<file path="src/rtl/l2_seq_pkg.sv">
// rtl/l2_seq_pkg.sv - shared state enum and precision codes for the L2 MAC sequencer
package l2_seq_pkg;

  typedef enum logic [2:0] {
    ST_IDLE  = 3'd0,
    ST_CLEAR = 3'd1,
    ST_RUN   = 3'd2,
    ST_DRAIN = 3'd3,
    ST_OUT   = 3'd4
  } l2_seq_state_e;

  localparam logic [1:0] PREC_8B = 2'b00;
  localparam logic [1:0] PREC_4B = 2'b10;
  localparam logic [1:0] PREC_2B = 2'b11;

endpackage

</file>
<file path="src/rtl/l2_seq_cnt.sv">
// rtl/l2_seq_cnt.sv - loadable down-counter with zero flag, shared by wait phases and beat count
module l2_seq_cnt #(
  parameter int W = 8
) (
  input  logic         i_clk,
  input  logic         i_rst_n,
  input  logic         i_load,
  input  logic [W-1:0] i_load_val,
  input  logic         i_dec,
  output logic         o_zero
);

  logic [W-1:0] r_cnt;

  // Load wins over decrement; the count parks at zero instead of wrapping.
  always_ff @(posedge i_clk or negedge i_rst_n) begin
    if (!i_rst_n) begin
      r_cnt <= '0;
    end else if (i_load) begin
      r_cnt <= i_load_val;
    end else if (i_dec && (r_cnt != '0)) begin
      r_cnt <= r_cnt - W'(1);
    end
  end

  assign o_zero = (r_cnt == '0);

endmodule

</file>
<file path="src/rtl/l2_mac_seq.sv">
// rtl/l2_mac_seq.sv - one-job MAC sequencer; L2_SEQ_STALL_CNT_EN adds a RUN stall counter
module l2_mac_seq
  import l2_seq_pkg::*;
#(
  parameter int N_A     = 1,
  parameter int N_W     = 1,
  parameter int Z_W     = 20,
  parameter int LEN_W   = 8,
  parameter int MAC_LAT = 3
) (
  input  logic               i_clk,
  input  logic               i_rst_n,
  input  logic               i_start,
  input  logic [3:0]         i_cfg_prec,
  input  logic [LEN_W-1:0]   i_cfg_len,
  input  logic               i_in_valid,
  output logic               o_in_ready,
  input  logic [8*N_A-1:0]   i_in_a,
  input  logic [8*N_W-1:0]   i_in_w,
  output logic               o_mac_rst,
  output logic [3:0]         o_mac_prec,
  output logic [8*N_A-1:0]   o_mac_a,
  output logic [8*N_W-1:0]   o_mac_w,
  input  logic [Z_W-1:0]     i_mac_z,
  output logic               o_out_valid,
  input  logic               i_out_ready,
  output logic [Z_W-1:0]     o_out_z,
  output logic               o_busy
`ifdef L2_SEQ_STALL_CNT_EN
  ,
  output logic [15:0]        o_stall_cnt
`endif
);

  localparam int CNT_W = (LEN_W > $clog2(MAC_LAT + 1)) ? LEN_W : $clog2(MAC_LAT + 1);

  l2_seq_state_e      r_state;
  l2_seq_state_e      w_next_state;
  logic [3:0]         r_prec;
  logic [LEN_W-1:0]   r_len;
  logic               r_in_ready;
  logic               r_out_valid;
  logic [Z_W-1:0]     r_out_z;
  logic               r_mac_rst;
  logic [3:0]         r_mac_prec;
  logic [8*N_A-1:0]   r_mac_a;
  logic [8*N_W-1:0]   r_mac_w;
  logic               w_accept;
  logic               w_start_job;
  logic               w_cnt_load;
  logic [CNT_W-1:0]   w_cnt_val;
  logic               w_cnt_dec;
  logic               w_cnt_zero;
  logic [3:0]         w_prec_next;

  l2_seq_cnt #(.W(CNT_W)) u_cnt (
    .i_clk      (i_clk),
    .i_rst_n    (i_rst_n),
    .i_load     (w_cnt_load),
    .i_load_val (w_cnt_val),
    .i_dec      (w_cnt_dec),
    .o_zero     (w_cnt_zero)
  );

  always_ff @(posedge i_clk or negedge i_rst_n) begin
    if (!i_rst_n) begin
      r_state <= ST_IDLE;
    end else begin
      r_state <= w_next_state;
    end
  end

  // CLEAR waits MAC_LAT cycles (load MAC_LAT-1); DRAIN loads MAC_LAT so the
  // extra cycle lets mac_z settle before the capture edge.
  always_comb begin
    w_next_state = r_state;
    w_cnt_load   = 1'b0;
    w_cnt_val    = '0;
    w_cnt_dec    = 1'b0;
    w_accept     = (r_state == ST_RUN) && i_in_valid;
    w_start_job  = (r_state == ST_IDLE) && i_start;
    unique case (r_state)
      ST_IDLE: begin
        if (i_start) begin
          w_next_state = ST_CLEAR;
          w_cnt_load   = 1'b1;
          w_cnt_val    = CNT_W'(MAC_LAT - 1);
        end
      end
      ST_CLEAR: begin
        if (!w_cnt_zero) begin
          w_cnt_dec = 1'b1;
        end else if (r_len == '0) begin
          w_next_state = ST_DRAIN;
          w_cnt_load   = 1'b1;
          w_cnt_val    = CNT_W'(MAC_LAT);
        end else begin
          w_next_state = ST_RUN;
          w_cnt_load   = 1'b1;
          w_cnt_val    = CNT_W'(r_len - LEN_W'(1));
        end
      end
      ST_RUN: begin
        if (w_accept) begin
          if (w_cnt_zero) begin
            w_next_state = ST_DRAIN;
            w_cnt_load   = 1'b1;
            w_cnt_val    = CNT_W'(MAC_LAT);
          end else begin
            w_cnt_dec = 1'b1;
          end
        end
      end
      ST_DRAIN: begin
        if (w_cnt_zero) begin
          w_next_state = ST_OUT;
        end else begin
          w_cnt_dec = 1'b1;
        end
      end
      ST_OUT: begin
        if (i_out_ready) begin
          w_next_state = ST_IDLE;
        end
      end
      default: begin
        w_next_state = ST_IDLE;
      end
    endcase
  end

  assign w_prec_next = (r_state == ST_IDLE) ? i_cfg_prec : r_prec;

  // Outputs are decoded from the next state so they line up with the state register.
  always_ff @(posedge i_clk or negedge i_rst_n) begin
    if (!i_rst_n) begin
      r_prec      <= '0;
      r_len       <= '0;
      r_in_ready  <= 1'b0;
      r_out_valid <= 1'b0;
      r_out_z     <= '0;
      r_mac_rst   <= 1'b1;
      r_mac_prec  <= '0;
      r_mac_a     <= '0;
      r_mac_w     <= '0;
    end else begin
      if (w_start_job) begin
        r_prec <= i_cfg_prec;
        r_len  <= i_cfg_len;
      end
      r_in_ready  <= (w_next_state == ST_RUN);
      r_out_valid <= (w_next_state == ST_OUT);
      r_mac_rst   <= (w_next_state == ST_CLEAR);
      r_mac_prec  <= (w_next_state == ST_IDLE) ? 4'd0 : w_prec_next;
      r_mac_a     <= w_accept ? i_in_a : '0;
      r_mac_w     <= w_accept ? i_in_w : '0;
      if ((r_state == ST_DRAIN) && w_cnt_zero) begin
        r_out_z <= i_mac_z;
      end
    end
  end

`ifdef L2_SEQ_STALL_CNT_EN
  logic [15:0] r_stall_cnt;

  always_ff @(posedge i_clk or negedge i_rst_n) begin
    if (!i_rst_n) begin
      r_stall_cnt <= '0;
    end else if (w_start_job) begin
      r_stall_cnt <= '0;
    end else if ((r_state == ST_RUN) && !i_in_valid && (r_stall_cnt != 16'hFFFF)) begin
      r_stall_cnt <= r_stall_cnt + 16'd1;
    end
  end

  assign o_stall_cnt = r_stall_cnt;
`endif

  assign o_in_ready  = r_in_ready;
  assign o_out_valid = r_out_valid;
  assign o_out_z     = r_out_z;
  assign o_mac_rst   = r_mac_rst;
  assign o_mac_prec  = r_mac_prec;
  assign o_mac_a     = r_mac_a;
  assign o_mac_w     = r_mac_w;
  assign o_busy      = (r_state != ST_IDLE);

endmodule

</file>
<file path="config.mk">
export PLATFORM = sky130hd
export DESIGN_NAME = l2_mac_seq
export DESIGN_NICKNAME = d
export VERILOG_FILES = /design/src/rtl/l2_seq_pkg.sv /design/src/rtl/l2_seq_cnt.sv /design/src/rtl/l2_mac_seq.sv
export SDC_FILE = /design/constraint.sdc
export NUM_CORES = 1
export LEC_CHECK = 0
export BUFFER_PORTS_ARGS = -buffer_cell sky130_fd_sc_hd__buf_2
export CORE_MARGIN = 2
export CORE_UTILIZATION = 45
export DETAILED_ROUTE_END_ITERATION = 10
export PLACE_DENSITY = 0.75
export SYNTH_ARGS = -nofsm -noshare
export SYNTH_HDL_FRONTEND = slang
export SYNTH_SLANG_ARGS = --single-unit
</file>
<file path="constraint.sdc">
create_clock -name i_clk -period 2.2 [get_ports i_clk]
set_input_delay 0.11 -clock i_clk [delete_from_list [all_inputs] [get_ports i_clk]]
set_output_delay 0.11 -clock i_clk [all_outputs]
set_load 0.02 [all_outputs]
</file>
Yosys cells after proc, flatten, opt, wreduce, memory -nomap -nowiden:

Cells that the tools add are included.

* eq/ne operators: 7
* reductions and logical operators: 12
* mux-type cells: 27
* $add $sub $neg: 2

Operators with widths (count)
* 8-bit two-way mux: 6
* 8-bit case mux with 3 select lines: 1
* 3-bit two-way mux: 6
* 8-bit zero test: 2
* 8-bit by 1-bit subtractor with 8-bit output, second input constant: 2
* 3-bit case mux with 5 select lines: 1
* 3-bit by 2-bit equality test with 1-bit output, second input constant: 3
* 4-bit two-way mux: 2
* 8-bit nonzero test: 1
* 3-bit by 1-bit equality test with 1-bit output, second input constant: 2
* 3-bit equality test, second input constant: 2
* 3-bit zero test: 2
* 1-bit two-way mux: 6
* 2-bit two-way mux: 3
* 1-bit logical AND: 4
* 1-bit case mux with 3 select lines: 1
* 3-bit nonzero test: 1
* 1-bit case mux with 2 select lines: 1
* 2-bit nonzero test: 1
* 2-bit OR reduction: 1

* output and inout port bits: 44
* register bits: 66
* logic and storage cells: 59
* input port bits: 53

Depth between registers and ports, before layout:

* depth in word-level cells: 7
* gate-level depth with buffers: 10
* depth with buffers taken out: 7

By module:

A second synthesis with hierarchy kept.

* cells, all modules: 249
* area total of the unflattened synthesis: 2944.1 um^2

Modules (own cells, without submodules)
* l2_mac_seq: seq. area each 1452.6 um^2, times used 1, cells each 191, area each 2416.1 um^2
* l2_seq_cnt: seq. area each 200.2 um^2, times used 1, cells each 58, area each 528.0 um^2

Least setup slack after synthesis:

No wires, ideal clock.

* path kind: reg-to-reg
* start point: register u_cnt.r_cnt[0]
* end point: register r_out_z[12] (netlist: o_out_z[12])
* data required time: 2.075 ns
* setup slack: 0.090 ns
* cell stages (with the launch flop): 11
* data arrival time: 1.985 ns
* buffers on the path: 3
* period minus slack after synthesis: 2.110 ns
* setup time: 0.125 ns
* cells stage by stage: dfrtp_1 -> inv_1 -> ha_1 -> nor3b_2 -> and2_1 -> buf_6 -> nand2_4 -> or2_1 -> buf_6 -> buf_8 -> mux2_4

* longest elaborated chain between the ends: 2

RTL lines
* start: declaration: RTL line l2_seq_cnt.sv:13 `logic [W-1:0] r_cnt;`
* start signal: assignment: RTL line l2_seq_cnt.sv:20 `r_cnt <= i_load_val;`
* start signal: assignment: RTL line l2_seq_cnt.sv:22 `r_cnt <= r_cnt - W'(1);`
* 8-bit zero test: RTL line l2_seq_cnt.sv:26 `assign o_zero = (r_cnt == '0);`
* 1-bit logical AND: RTL line l2_mac_seq.sv:157 `if ((r_state == ST_DRAIN) && w_cnt_zero) begin`
* end signal: assignment: RTL line l2_mac_seq.sv:158 `r_out_z <= i_mac_z;`
* end: declaration: RTL line l2_mac_seq.sv:43 `logic [Z_W-1:0] r_out_z;`

Every way passes these cells.
A chain may end at the register's enable or synchronous reset.

Worst setup path in the final report:

* start point: register u_cnt.r_cnt[3]
* end point: register u_cnt.r_cnt[7]

* longest elaborated chain between the ends: 6
* elaborated cells on any way between the ends: 15
* those cells by class: 1 x add/sub; 10 x mux; 4 x reduce/logical

RTL lines
* parallel branches: the longest is 6 deep, another holds 8-bit by 1-bit subtractor with 8-bit output

Parallel ways; which one is timed is not known. The select of a mux whose other input is x is not followed.

==> flow_summary_export.csv <==
group,metric,value,unit
status,outcome,"complete, no violations",
cts,cts_tree,"done",
global_route,grt_pass1_wl,11700,µm
worst_setup_path,end_kind,"flop",
worst_setup_path,startpoint_type,"flop",
power,power.leakage,2.17,nW
finish,diodes,0,
floorplan,fp.dieW,85.1,µm
worst_setup_path,critical_path_class,"flop to flop",
cts,cts_hold_buf,40,
cts,cts.sinks,66,
power,ir_drop,0.000852,V
placement,portBuffers,96,
floorplan,design.portCount,97,
cts,cts_made_buffers,9,
power,pwr-share-seq,37.7,%
power,switching_share,38.4,%
timing,finalHoldViolations,0,
cts,clk_pin_slew_worst_paths,70,ps
routing,drtIter0Drc,83,
worst_setup_path,path_max_fanout,4,
logic_synthesis,synth.avg_cell_area,11.9,µm²
cts,post_cts_buffers,0,
logic_synthesis,yosys.area.top_type_share,55.0,%
global_route,antenna_found_initial,0,
routing,dr_total_vias,2369,
timing,min_period,2000,ps
logic_synthesis,ys.flop_type,"dfrtp_1",
cts,cts.htree.levels,3,
cts,worstSkewPairLatency,340,ps
logic_synthesis,synth_edf_count,0,
timing,rsz0062_at_grt,"false",
global_route,grt_pass1_vias,2486,
placement,hpwl,4470,µm
job,drv_cap,0,
power,power.switching,2.06,mW
global_route,grt_max_degree,67,
finish,fin_nets,458,
placement,gp_congestion,0.815,
logic_synthesis,yosysTopAreaCell,"dfrtp_1",
worst_setup_path,worstPathArrival,2280,ps
power,p_int,3.30,mW
finish,multi_input_comb_area,1200,µm²
timing,slew_headroom,45.0,%
cts,clock_tree.root_cell,"clkbuf_8",
min_path,hp-class,"input pin to flop",
finish,n_fill_cell,474,
worst_setup_path,worstPathRequired,2480,ps
logic_synthesis,synth_area_leaders,"dfrtp_1 (55%), mux2_4 (9.1%), nand2_1 (5.2%)",
finish,drive_above_1_share,37.9,%
floorplan,die_h,85.1,µm
placement,dp.cells,425,
worst_setup_path,reg2reg_slack,200,ps
logic_synthesis,postSynthCellCount,248,
finish,regArea,1650,µm²
cts,cts_resized,0,
global_route,grt.overflow.total,0,
logic_synthesis,ys_warn_count,0,
logic_synthesis,async_flop_share,100,%
cts,clockBufferDepth,2,
finish,areaGrowthSynthToFinish,40.8,%
finish,stdcell_count,481,
floorplan,start_util,46.6,%
timing,skew,6.50,ps
timing,worstMarginPinSlew,825,ps
logic_synthesis,yosysMostFrequentCell,"dfrtp_1",
routing,wl_per_cell,14.6,µm
timing,drv_slew,0,
logic_synthesis,yosysSeqAreaShare,55.9,%
routing,drc_errors,0,
timing,whs,9.96,ps
worst_setup_path,crit_path_max_incr_delay,710,ps
global_route,grtUsageTotal,20.7,%
power,p_comb_share,45.1,%
logic_synthesis,ys_types,48,
routing,postRouteAntennaNets,0,
timing,timing.setup.tns,0,ps
floorplan,die_area,7240,µm²
routing,routed_wl,7030,µm
logic_synthesis,synth_common_cells,"dfrtp_1 (65), nand2_1 (41), mux2_4 (18)",
worst_setup_path,path_delay_family,"simple AND/OR/NAND/NOR gates",
floorplan,core_area,6350,µm²
power,powerDensity,1290,nW/µm²
power,clkPwrFrac,17.3,%
logic_synthesis,syn_area,2960,µm²
timing,fin_crit_sh,90.9,%
worst_setup_path,crit_chain,"or4_2, nor4_1, nor2_1, o32ai_1, o31a_1",
worst_setup_path,slowest_stage,"or4_2",
timing,max_clock_freq,500,MHz
routing,via_per_inst,4.93,
worst_setup_path,cp.buffers_inverters,0,
logic_synthesis,synth_nets,305,
floorplan,row_count,29,
routing,dr.pass1.iters,4,
logic_synthesis,ys_seq_elements,66,
timing,setup_violations,0,
## through the flow
| step | util (%) | cell area (µm²) | setup WS [ps] | power [mW] |
|---|---|---|---|---|
| floorplan | - | 2960 | 90.3 | 3.60 |
| global route | 65.6 | 4170 | 86.3 | 5.72 |
| global placement | 56.2 | 3570 | 289 | 4.30 |
| finish | 65.6 | 4170 | 201 | 5.36 |
| CTS | 65.3 | 4150 | 203 | 5.37 |
| detailed placement | 56.2 | 3570 | 229 | 4.36 |
## final cells by class
| class | count | share of cell area (%) |
|---|---|---|
| Timing Repair Buffer | 152 | 24.4 |
| Tap cell | 77 | 2.31 |
| Multi-Input combinational cell | 166 | 28.8 |
| Sequential cell | 66 | 39.7 |
| Inverter | 6 | 0.541 |
| Clock inverter | 2 | 0.300 |
| Clock buffer | 12 | 3.96 |
## power groups by stage
stage	clock [mW]	sequential, mW	combinational, mW
floorplan	0	2.30	1.30
global placement	0	2.00	2.30
detailed placement	0	2.01	2.35
CTS	0.947	2.00	2.42
global route	0.998	2.07	2.65
finish	0.924	2.02	2.41
## state kept, by name (all words and copies together) (netlist names), 3 cells and up
| signal | count |
|---|---|
| o_mac_w | 8 |
| o_mac_a | 8 |
| o_mac_prec | 4 |
| u_cnt.r_cnt | 8 |
| r_len | 8 |
| r_prec | 4 |
| o_out_z | 20 |
| r_state | 3 |
## path summary, 6_finish.rpt
path / from / endpoint / cells after the start
worst max-delay path: u_cnt.r_cnt[3] / u_cnt.r_cnt[7] / 5
worst min-delay path: i_cfg_len[0] / r_len[0] / 3
worst max register to register: u_cnt.r_cnt[3] / u_cnt.r_cnt[7] / 5
worst min register to register: r_prec[0] / r_prec[0] / 2
max in group asynchronous: i_rst_n / o_out_valid / 3
min in group asynchronous: i_rst_n / r_len[3] / 3
## per-layer routing
metal | GRT usage [%] | wire length (µm)
met5 | 0 | 0
met4 | 7.07 | 121
met3 | 7.98 | 428
met2 | 33.5 | 3510
met1 | 25.3 | 2970
## worst register-to-register path, delay by kind of cell (launching register included)
family	cells	cell delay [ps]
flip-flops	1	440
AO/OA/AOI/OAI	2	440
AND/OR/NAND/NOR	3	1060
## cells by family after synthesis
family | share of synthesized area [%]
fa+ha+maj | 1.69
flops | 55.9
xor+xnor | 3.55
simple gates | 17.6
mux | 11.6
compound gates | 5.88
buf+inv | 3.85
## placed cells by master (no fill, tap or decap), types with 2 or more instances in the layout
cell type / synthesis / routed
xnor2_1: 6 / 6
and2_1: 17 / 17
clkbuf_8: 1 / 12
nor2_1: 15 / 15
buf_4: 0 / 13
mux2_4: 18 / 18
nand2_1: 41 / 41
nor3_1: 2 / 2
nor3b_1: 4 / 4
mux2i_1: 5 / 5
inv_1: 6 / 6
dlygate4sd3_1: 0 / 42
a21oi_1: 3 / 3
o21ai_0: 7 / 7
a211oi_1: 2 / 2
a31oi_1: 2 / 2
o22ai_1: 5 / 5
nor4_1: 2 / 2
dfrtp_1: 65 / 65
buf_2: 1 / 96
xor2_1: 6 / 6
nand3_1: 4 / 4
mux2_2: 2 / 2
ha_1: 4 / 4
Power figures use the tool's default switching activity.
